==> config.mk <==
export PLATFORM = sky130hd
export DESIGN_NAME = mac_seq_ctrl_flat
export DESIGN_NICKNAME = d
export VERILOG_FILES = /design/src/rtl/mac_seq_ctrl_if.sv /design/src/rtl/mac_seq_ctrl.sv /design/src/flat_wrapper.sv
export SDC_FILE = /design/constraint.sdc
export NUM_CORES = 1
export LEC_CHECK = 0
export CELL_PAD_IN_SITES_DETAIL_PLACEMENT = 1
export CELL_PAD_IN_SITES_GLOBAL_PLACEMENT = 1
export CORE_MARGIN = 2
export CORE_UTILIZATION = 35
export CTS_BUF_LIST = sky130_fd_sc_hd__clkbuf_8
export DETAILED_ROUTE_END_ITERATION = 12
export PLACE_DENSITY = 0.78
export SETUP_SLACK_MARGIN = 0.05
export SYNTH_ARGS = -nofsm -noshare
export SYNTH_HDL_FRONTEND = slang
export SYNTH_SLANG_ARGS = --single-unit
==> constraint.sdc <==
create_clock -name clk -period 2.6 [get_ports clk]
set_input_delay 0.39 -clock clk [delete_from_list [all_inputs] [get_ports clk]]
set_output_delay 0.39 -clock clk [all_outputs]
set_load 0.005 [all_outputs]
==> src/rtl/mac_seq_ctrl_if.sv <==
// Command/result handshake bundle between the control source and mac_seq_ctrl.
// Command and result sides both use valid/ready handshakes.
interface mac_seq_ctrl_if #(
    parameter int CNT_W = 8
);
    logic             cmd_valid;
    logic             cmd_ready;
    logic [31:0]      cmd_data;
    logic             cmd_clr;
    logic             cmd_last;
    logic             res_valid;
    logic             res_ready;
    logic [15:0]      res_data;
    logic [CNT_W-1:0] res_cnt;

    modport master (
        output cmd_valid, cmd_data, cmd_clr, cmd_last, res_ready,
        input  cmd_ready, res_valid, res_data, res_cnt
    );

    modport slave (
        input  cmd_valid, cmd_data, cmd_clr, cmd_last, res_ready,
        output cmd_ready, res_valid, res_data, res_cnt
    );
endinterface

==> src/rtl/mac_seq_ctrl.sv <==
// Serialises one 4-byte command onto the MAC byte bus, fires the accumulate and returns the sum on group end.
// Latency 6+RES_LAT cycles per command (+1 with clr); one command in flight, result held until res_ready.
module mac_seq_ctrl #(
    parameter int RES_LAT = 2,
    parameter int CNT_W   = 8
) (
    input  logic          clk,
    input  logic          rst,
    mac_seq_ctrl_if.slave bus,
    output logic          busy,
    output logic [7:0]    mac_in,
    output logic          mac_ld1,
    output logic          mac_ld2,
    output logic          mac_ld3,
    output logic          mac_ld4,
    output logic          mac_ld,
    output logic          mac_clken,
    output logic          mac_rst,
    input  logic [15:0]   mac_out
);

    localparam logic [3:0] S_IDLE = 4'd0;
    localparam logic [3:0] S_CLR  = 4'd1;
    localparam logic [3:0] S_LD1  = 4'd2;
    localparam logic [3:0] S_LD2  = 4'd3;
    localparam logic [3:0] S_LD3  = 4'd4;
    localparam logic [3:0] S_LD4  = 4'd5;
    localparam logic [3:0] S_FIRE = 4'd6;
    localparam logic [3:0] S_WAIT = 4'd7;
    localparam logic [3:0] S_RESP = 4'd8;

    localparam logic [CNT_W-1:0] CNT_MAX   = '1;
    localparam logic [3:0]       WAIT_INIT = 4'(RES_LAT - 1);

    logic [3:0]       state_q, state_d;
    logic [31:0]      data_q, data_d;
    logic             last_q, last_d;
    logic [CNT_W-1:0] cnt_q, cnt_d;
    logic [3:0]       wait_q, wait_d;
    logic [15:0]      res_data_q, res_data_d;
    logic [CNT_W-1:0] res_cnt_q, res_cnt_d;

    always_comb begin
        state_d    = state_q;
        data_d     = data_q;
        last_d     = last_q;
        cnt_d      = cnt_q;
        wait_d     = wait_q;
        res_data_d = res_data_q;
        res_cnt_d  = res_cnt_q;
        case (state_q)
            S_IDLE: begin
                if (bus.cmd_valid) begin
                    data_d  = bus.cmd_data;
                    last_d  = bus.cmd_last;
                    state_d = bus.cmd_clr ? S_CLR : S_LD1;
                end
            end
            S_CLR: begin
                cnt_d   = '0;
                state_d = S_LD1;
            end
            S_LD1: state_d = S_LD2;
            S_LD2: state_d = S_LD3;
            S_LD3: state_d = S_LD4;
            S_LD4: state_d = S_FIRE;
            S_FIRE: begin
                if (cnt_q != CNT_MAX) begin
                    cnt_d = cnt_q + 1'b1;
                end
                wait_d  = WAIT_INIT;
                state_d = S_WAIT;
            end
            S_WAIT: begin
                // wait_q counts down the remaining MAC latency; zero means mac_out is valid now
                if (wait_q == 4'd0) begin
                    if (last_q) begin
                        res_data_d = mac_out;
                        res_cnt_d  = cnt_q;
                        state_d    = S_RESP;
                    end else begin
                        state_d = S_IDLE;
                    end
                end else begin
                    wait_d = wait_q - 1'b1;
                end
            end
            S_RESP: begin
                if (bus.res_ready) begin
                    cnt_d   = '0;
                    state_d = S_IDLE;
                end
            end
            default: state_d = S_IDLE;
        endcase
    end

    always_ff @(posedge clk) begin
        if (rst) begin
            state_q    <= S_IDLE;
            data_q     <= '0;
            last_q     <= 1'b0;
            cnt_q      <= '0;
            wait_q     <= '0;
            res_data_q <= '0;
            res_cnt_q  <= '0;
        end else begin
            state_q    <= state_d;
            data_q     <= data_d;
            last_q     <= last_d;
            cnt_q      <= cnt_d;
            wait_q     <= wait_d;
            res_data_q <= res_data_d;
            res_cnt_q  <= res_cnt_d;
        end
    end

    always_comb begin
        mac_in    = 8'h00;
        mac_ld1   = 1'b0;
        mac_ld2   = 1'b0;
        mac_ld3   = 1'b0;
        mac_ld4   = 1'b0;
        mac_ld    = 1'b0;
        mac_clken = 1'b0;
        case (state_q)
            S_CLR:  mac_clken = 1'b1;
            S_LD1:  begin mac_clken = 1'b1; mac_ld1 = 1'b1; mac_in = data_q[7:0];   end
            S_LD2:  begin mac_clken = 1'b1; mac_ld2 = 1'b1; mac_in = data_q[15:8];  end
            S_LD3:  begin mac_clken = 1'b1; mac_ld3 = 1'b1; mac_in = data_q[23:16]; end
            S_LD4:  begin mac_clken = 1'b1; mac_ld4 = 1'b1; mac_in = data_q[31:24]; end
            S_FIRE: begin mac_clken = 1'b1; mac_ld  = 1'b1; end
            S_WAIT: mac_clken = 1'b1;
            default: ;
        endcase
    end

    // The MAC shares the block reset so a mid-sequence reset also flushes its partial state
    assign mac_rst       = rst | (state_q == S_CLR);
    assign busy          = (state_q != S_IDLE);
    assign bus.cmd_ready = (state_q == S_IDLE) & ~rst;
    assign bus.res_valid = (state_q == S_RESP);
    assign bus.res_data  = res_data_q;
    assign bus.res_cnt   = res_cnt_q;

endmodule

==> src/flat_wrapper.sv <==
// flat-port wrapper written by rule: the top's interface ports become plain ports
module mac_seq_ctrl_flat 
#(
    parameter int RES_LAT = 2,
    parameter int CNT_W   = 8
)
  (clk, rst, busy, mac_in, mac_ld1, mac_ld2, mac_ld3, mac_ld4, mac_ld, mac_clken, mac_rst, mac_out, bus_cmd_valid, bus_cmd_data, bus_cmd_clr, bus_cmd_last, bus_res_ready, bus_cmd_ready, bus_res_valid, bus_res_data, bus_res_cnt);
  mac_seq_ctrl_if #(.CNT_W(CNT_W)) bus_i ();
  input  logic clk;
  input  logic rst;
  output logic busy;
  output logic [7:0] mac_in;
  output logic mac_ld1;
  output logic mac_ld2;
  output logic mac_ld3;
  output logic mac_ld4;
  output logic mac_ld;
  output logic mac_clken;
  output logic mac_rst;
  input  logic [15:0] mac_out;
  input wire logic [$bits(bus_i.cmd_valid)-1:0] bus_cmd_valid;
  input wire logic [$bits(bus_i.cmd_data)-1:0] bus_cmd_data;
  input wire logic [$bits(bus_i.cmd_clr)-1:0] bus_cmd_clr;
  input wire logic [$bits(bus_i.cmd_last)-1:0] bus_cmd_last;
  input wire logic [$bits(bus_i.res_ready)-1:0] bus_res_ready;
  output wire logic [$bits(bus_i.cmd_ready)-1:0] bus_cmd_ready;
  output wire logic [$bits(bus_i.res_valid)-1:0] bus_res_valid;
  output wire logic [$bits(bus_i.res_data)-1:0] bus_res_data;
  output wire logic [$bits(bus_i.res_cnt)-1:0] bus_res_cnt;
  assign bus_i.cmd_valid = bus_cmd_valid;
  assign bus_i.cmd_data = bus_cmd_data;
  assign bus_i.cmd_clr = bus_cmd_clr;
  assign bus_i.cmd_last = bus_cmd_last;
  assign bus_i.res_ready = bus_res_ready;
  assign bus_cmd_ready = bus_i.cmd_ready;
  assign bus_res_valid = bus_i.res_valid;
  assign bus_res_data = bus_i.res_data;
  assign bus_res_cnt = bus_i.res_cnt;
  mac_seq_ctrl #(.RES_LAT(RES_LAT), .CNT_W(CNT_W)) u_core (.clk(clk), .rst(rst), .bus(bus_i), .busy(busy), .mac_in(mac_in), .mac_ld1(mac_ld1), .mac_ld2(mac_ld2), .mac_ld3(mac_ld3), .mac_ld4(mac_ld4), .mac_ld(mac_ld), .mac_clken(mac_clken), .mac_rst(mac_rst), .mac_out(mac_out));
endmodule
Word level (Yosys, flattened, before mapping)

Cells that the tools add are included.

Add/subtract/negate cells: 2
Eq/ne operators: 14
Multiplexer cells: 18
Bitwise gates (word level): 3
Reduce and logical (&&, ||, !) cells: 11

Operators with widths:

| kind                                                  | count |
|---|---|
| one-hot mux 4 bit (9 select lines)                    | 1 |
| one-hot mux 8 bit (4 select lines)                    | 1 |
| one-hot mux 8 bit (3 select lines)                    | 1 |
| two-way mux 4 bit                                     | 5 |
| equality test 4 x 3 -> 1 bit, second input constant   | 4 |
| two-way mux 8 bit                                     | 2 |
| AND reduction 3 bit                                   | 3 |
| adder 8 x 1 -> 8 bit, second input constant           | 1 |
| equality test 4 x 2 -> 1 bit, second input constant   | 2 |
| zero test 4 bit                                       | 2 |
| inequality test 8 bit, second input constant          | 1 |
| one-hot mux 4 bit (2 select lines)                    | 1 |
| OR reduction 7 bit                                    | 1 |
| two-way mux 1 bit                                     | 6 |
| inequality test 2 bit, second input constant          | 3 |
| equality test 4 x 1 -> 1 bit, second input constant   | 1 |
| equality test 4 bit, second input constant            | 1 |
| inequality test 2 x 1 -> 1 bit, second input constant | 2 |
| AND reduction 2 bit                                   | 2 |
| nonzero test 4 bit                                    | 1 |
| subtractor 4 x 1 -> 4 bit, second input constant      | 1 |
| nonzero test 3 bit                                    | 1 |
| two-way mux 2 bit                                     | 1 |
| nonzero test 2 bit                                    | 1 |
| 3 further kinds                                       | 3 |

Register bits: 73
Bits of input ports: 54
Logic and storage cells: 55

Longest topological paths before layout

Gate-level depths: netlist of the first run.

Depth in word-level cells: 3
Gate-level depth with buffers: 8
Gate-level depth less buffers: 6

Least setup slack after synthesis of the first run

Ideal clock, no wire load.

Kind: register to register
Start: register u_core.wait_q[0]
End: register u_core.res_cnt_q[4], in the netlist u_core.bus.res_cnt[4]
Library setup time: 0.128 ns
Arrival time: 1.676 ns
Path slack: 0.797 ns
Stages on the path, launching flop included: 9
Buffers on the path: 2
Period minus slack after synthesis: 1.803 ns
Cell sequence: dfxtp_1 inv_1 ha_1 or3b_4 nor4b_4 buf_6 buf_12 mux2i_1 nor2_1

Longest elaborated chain between the ends: 2

Ends and longest elaborated chain:

| element                       | RTL line            | source |
|---|---|---|
| start: declaration            | mac_seq_ctrl.sv:39  | `logic [3:0] wait_q, wait_d;` |
| start signal: assignment      | mac_seq_ctrl.sv:112 | `wait_q <= wait_d;` |
| zero test 4 bit               | mac_seq_ctrl.sv:76  | `if (wait_q == 4'd0) begin` |
| AND reduction 3 bit (no line) | -                   |  |
| end signal: assignment        | mac_seq_ctrl.sv:114 | `res_cnt_q <= res_cnt_d;` |
| end: declaration              | mac_seq_ctrl.sv:41  | `logic [CNT_W-1:0] res_cnt_q, res_cnt_d;` |

No other way between the ends.
A chain may end at the register's enable or synchronous reset.

Final worst setup path of the first run

Start: register u_core.state_q[3]
End: output mac_in[5]

Longest elaborated chain between the ends: 2
Elaborated cells on any way between the ends: 5
Classes of those cells: eq/ne (4); mux (1)

Ends and longest elaborated chain:

| element                                                                      | RTL line            | source |
|---|---|---|
| start: declaration                                                           | mac_seq_ctrl.sv:35  | `logic [3:0] state_q, state_d;` |
| start signal: assignment                                                     | mac_seq_ctrl.sv:108 | `state_q <= state_d;` |
| equality test 4 x 3 -> 1 bit or equality test 4 x 2 -> 1 bit (tied branches) | mac_seq_ctrl.sv:126 | `case (state_q)` |
| one-hot mux 8 bit (4 select lines) (*)                                       | mac_seq_ctrl.sv:126 |  |
| end: declaration                                                             | flat_wrapper.sv:12  | `output logic [7:0] mac_in;` |

Mark *: on every way between the ends. The rest lies on a longest branch, timed or not.

==> impl_metrics.ini, run 1 <==
[clocking]
postCtsHoldBufs = 0
cts_tree = done
clock_latency_ps = 340
cts-buffers-inserted = 9
clk_pin_slew_worst_paths_ps = 80
cts.sinks = 73
clk_path_buf_depth = 2
htree_levels = 3
cts_setup_buffers = 0
cts-root-buf = clkbuf_8

[route]
firstDrtPassIters = 4
route.detailed.drc = 0
postRouteAntennaNets = 0
wirelength_um = 9050
routed_via_density = 5.17
drt-initial-drc-count = 112
vias = 2957
wl_per_cell_um = 15.8

[floorplanning]
ios = 96
coreArea_mm2 = 0.00872
dieArea_mm2 = 0.00979
initial_utilization_pct = 36.2
rows = 34
die_h_um = 99.0
die_w_um = 99.0

[final_layout]
final_area_mm2 = 0.00433
layout_common_cells = clkdlybuf4s50_1, nand2_1, dfxtp_1
diodes = 0
final_common_cell = clkdlybuf4s50_1
fillers = 1058
syn_to_final_growth_pct = 37.3
seqCellArea_mm2 = 0.00147
finalNetCount = 515
drive_above_1_share_pct = 8.84
multi_input_comb_area_mm2 = 0.00152

[logic_synthesis]
synth_edf_count = 0
yosysSeqAreaShare_pct = 46.3
ys_ff_latch = 73
async_flop_share_pct = 0
syn_nets = 425
ys.flop_type = dfxtp_1
synth.avg_cell_area_um2 = 8.55
ys_types = 44
yosys_warnings = 0
netlist_area_mm2 = 0.00316
syn_inst = 369

[status]
run_status = finished, final reports clean

[sta]
maxSlewHeadroom_pct = 57.9
rsz0062_at_grt = no
fin_crit_sh_pct = 91.7
fin_setup_tns_ps = 0
setup_viol = 0
slew_viol_final = 0
finalWorstSetupSlack_ps = 217
hold_viol = 0
period_minus_slack_ps = 2380
worst_pin_slew_ps = 632
finalClockSkew_ps = 6.91
timing.fmax_ghz = 0.420

[power]
power.total_mw = 2.33
p_leak_nw = 1.52
cellPowerDensity_mw_per_mm2 = 537
vdd_drop_max_v = 0.000194

[global_routing]
grt_pass1_wl_um = 14700
grtUsageTotal_pct = 18.4
grt_pass1_vias = 3062
overflow = 0
antenna_found_initial = 0
grt_max_degree = 62

[worst_setup_path]
crit_path_max_fanout = 13
critPathLaunchType = flop
worstSetupPathType = flop to output port
cp.arrival_ps = 1990
cp.required_ps = 2210
cp-end-kind = output port
r2r_cells = 7

[placement]
gp_congestion = 0.813
port_buffers = 95
placed_area_mm2 = 0.00416
hpwl_um = 6410
dp_slack_ps = 389

[min_path]
hold_class = primary input to flop
min_path_cells = 2

[job]
drv_cap = 0
routing by layer:
| layer | share of wire [%] | track usage, % | vias up |
|---|---|---|---|
| li1 | - | - | 1445 |
| met1 | 44 | 22.6 | 1395 |
| met2 | 46 | 30.4 | 101 |
| met3 | 7.1 | 5.25 | 16 |
| met4 | 2.0 | 7.27 | 0 |
| met5 | 0 | 0 | - |
through the flow:
stage               cells  util (%)  hold WS [ps]
finish                572      49.7           412
global route          572      49.7           414
CTS                   572      49.7           411
detailed placement    556      47.7           449
global placement      556      47.7           443
floorplan             369         -           436
synthesized netlist by cell type, types with 2 or more instances:
cell type  count  area [µm²]
nand2_1       82         308
dfxtp_1       73        1460
a21oi_1       44         220
nor2_1        39         146
mux2i_1       24         240
a22oi_1       16         120
clkbuf_1      12        45.0
nor3_1         9        45.0
o21ai_0        6        30.0
buf_2          5        25.0
buf_4          5        37.5
nand2b_1       4        25.0
nand3_1        4        20.0
nor3_2         4        40.0
inv_1          3        11.3
or3_1          3        18.8
a31oi_1        2        12.5
and3_1         2        12.5
buf_12         2        40.0
ha_1           2        25.0
nand3b_1       2        15.0
nand4_1        2        12.5
nor3b_1        2        15.0
or4_1          2        15.0
flip-flops by register name (all words and copies together), names as in the netlist:
signal	flops
u_core.data_q	32
u_core.cnt_q	8
u_core.bus.res_cnt	8
u_core.wait_q	4
u_core.state_q	4
u_core.bus.res_data	16
u_core.last_q	1
path summary, 6_finish.rpt:
kind / start / endpoint / slack [ps]
setup / recovery: u_core.state_q[3]$_SDFFE_PP0P_ / mac_in[5] / 220
hold / removal: rst / u_core.wait_q[1]$_SDFFE_PP0P_ / 410
setup reg to reg: u_core.wait_q[0]$_SDFFE_PP0P_ / u_core.bus.res_data[7]$_SDFFE_PP0P_ / 460
hold reg to reg: u_core.data_q[20]$_SDFFE_PP0P_ / u_core.data_q[20]$_SDFFE_PP0P_ / 460
layout make-up:
type | instances | area share, %
multi-input cells | 267 | 35.1
flip-flops and latches | 73 | 33.8
repair buffers | 104 | 23.7
well taps | 108 | 3.12
clock buffers | 9 | 2.86
clock inverters | 7 | 1.07
inverters | 4 | 0.347
power breakdown:
| part | internal (mW) | switching [mW] | leakage (nW) |
|---|---|---|---|
| clock network | 0.344 | 0.441 | 0.0814 |
| registers | 1.16 | 0.0433 | 0.594 |
| logic | 0.169 | 0.166 | 0.840 |
| total | 1.68 | 0.650 | 1.52 |
critical path, stage by stage (launching register included):
cell	delay, ps
dfxtp_2	500
nand2b_1	200
nor2_1	60
buf_4	160
a22oi_1	180
nand2_1	80
clkdlybuf4s50_1	470
cells by family (layout without fill, tap and decap cells):
| group | after synthesis | after routing | synth area share [%] |
|---|---|---|---|
| adder cells (fa/ha/maj) | 2 | 2 | 0.793 |
| AND/OR/NAND/NOR | 162 | 162 | 24.0 |
| XOR/XNOR | 2 | 2 | 0.555 |
| flip-flops | 73 | 73 | 46.3 |
| buffers and inverters | 29 | 124 | 5.51 |
| AO/OA/AOI/OAI | 76 | 76 | 14.9 |
| multiplexers | 25 | 25 | 7.97 |
timing repair:
| item | in CTS | in global routing |
|---|---|---|
| gates resized for setup | 2 | 2 |
| cloned | 0 | 0 |
| setup endpoints to repair | 8 | 9 |
Power figures use the tool's default switching activity.
==> inputs of run 2 (changes only) <==
- CTS_CLUSTER_SIZE: unset -> 12
==> results of run 2 <==
The final DEF is identical to that of run 1; final timing and power are the same.
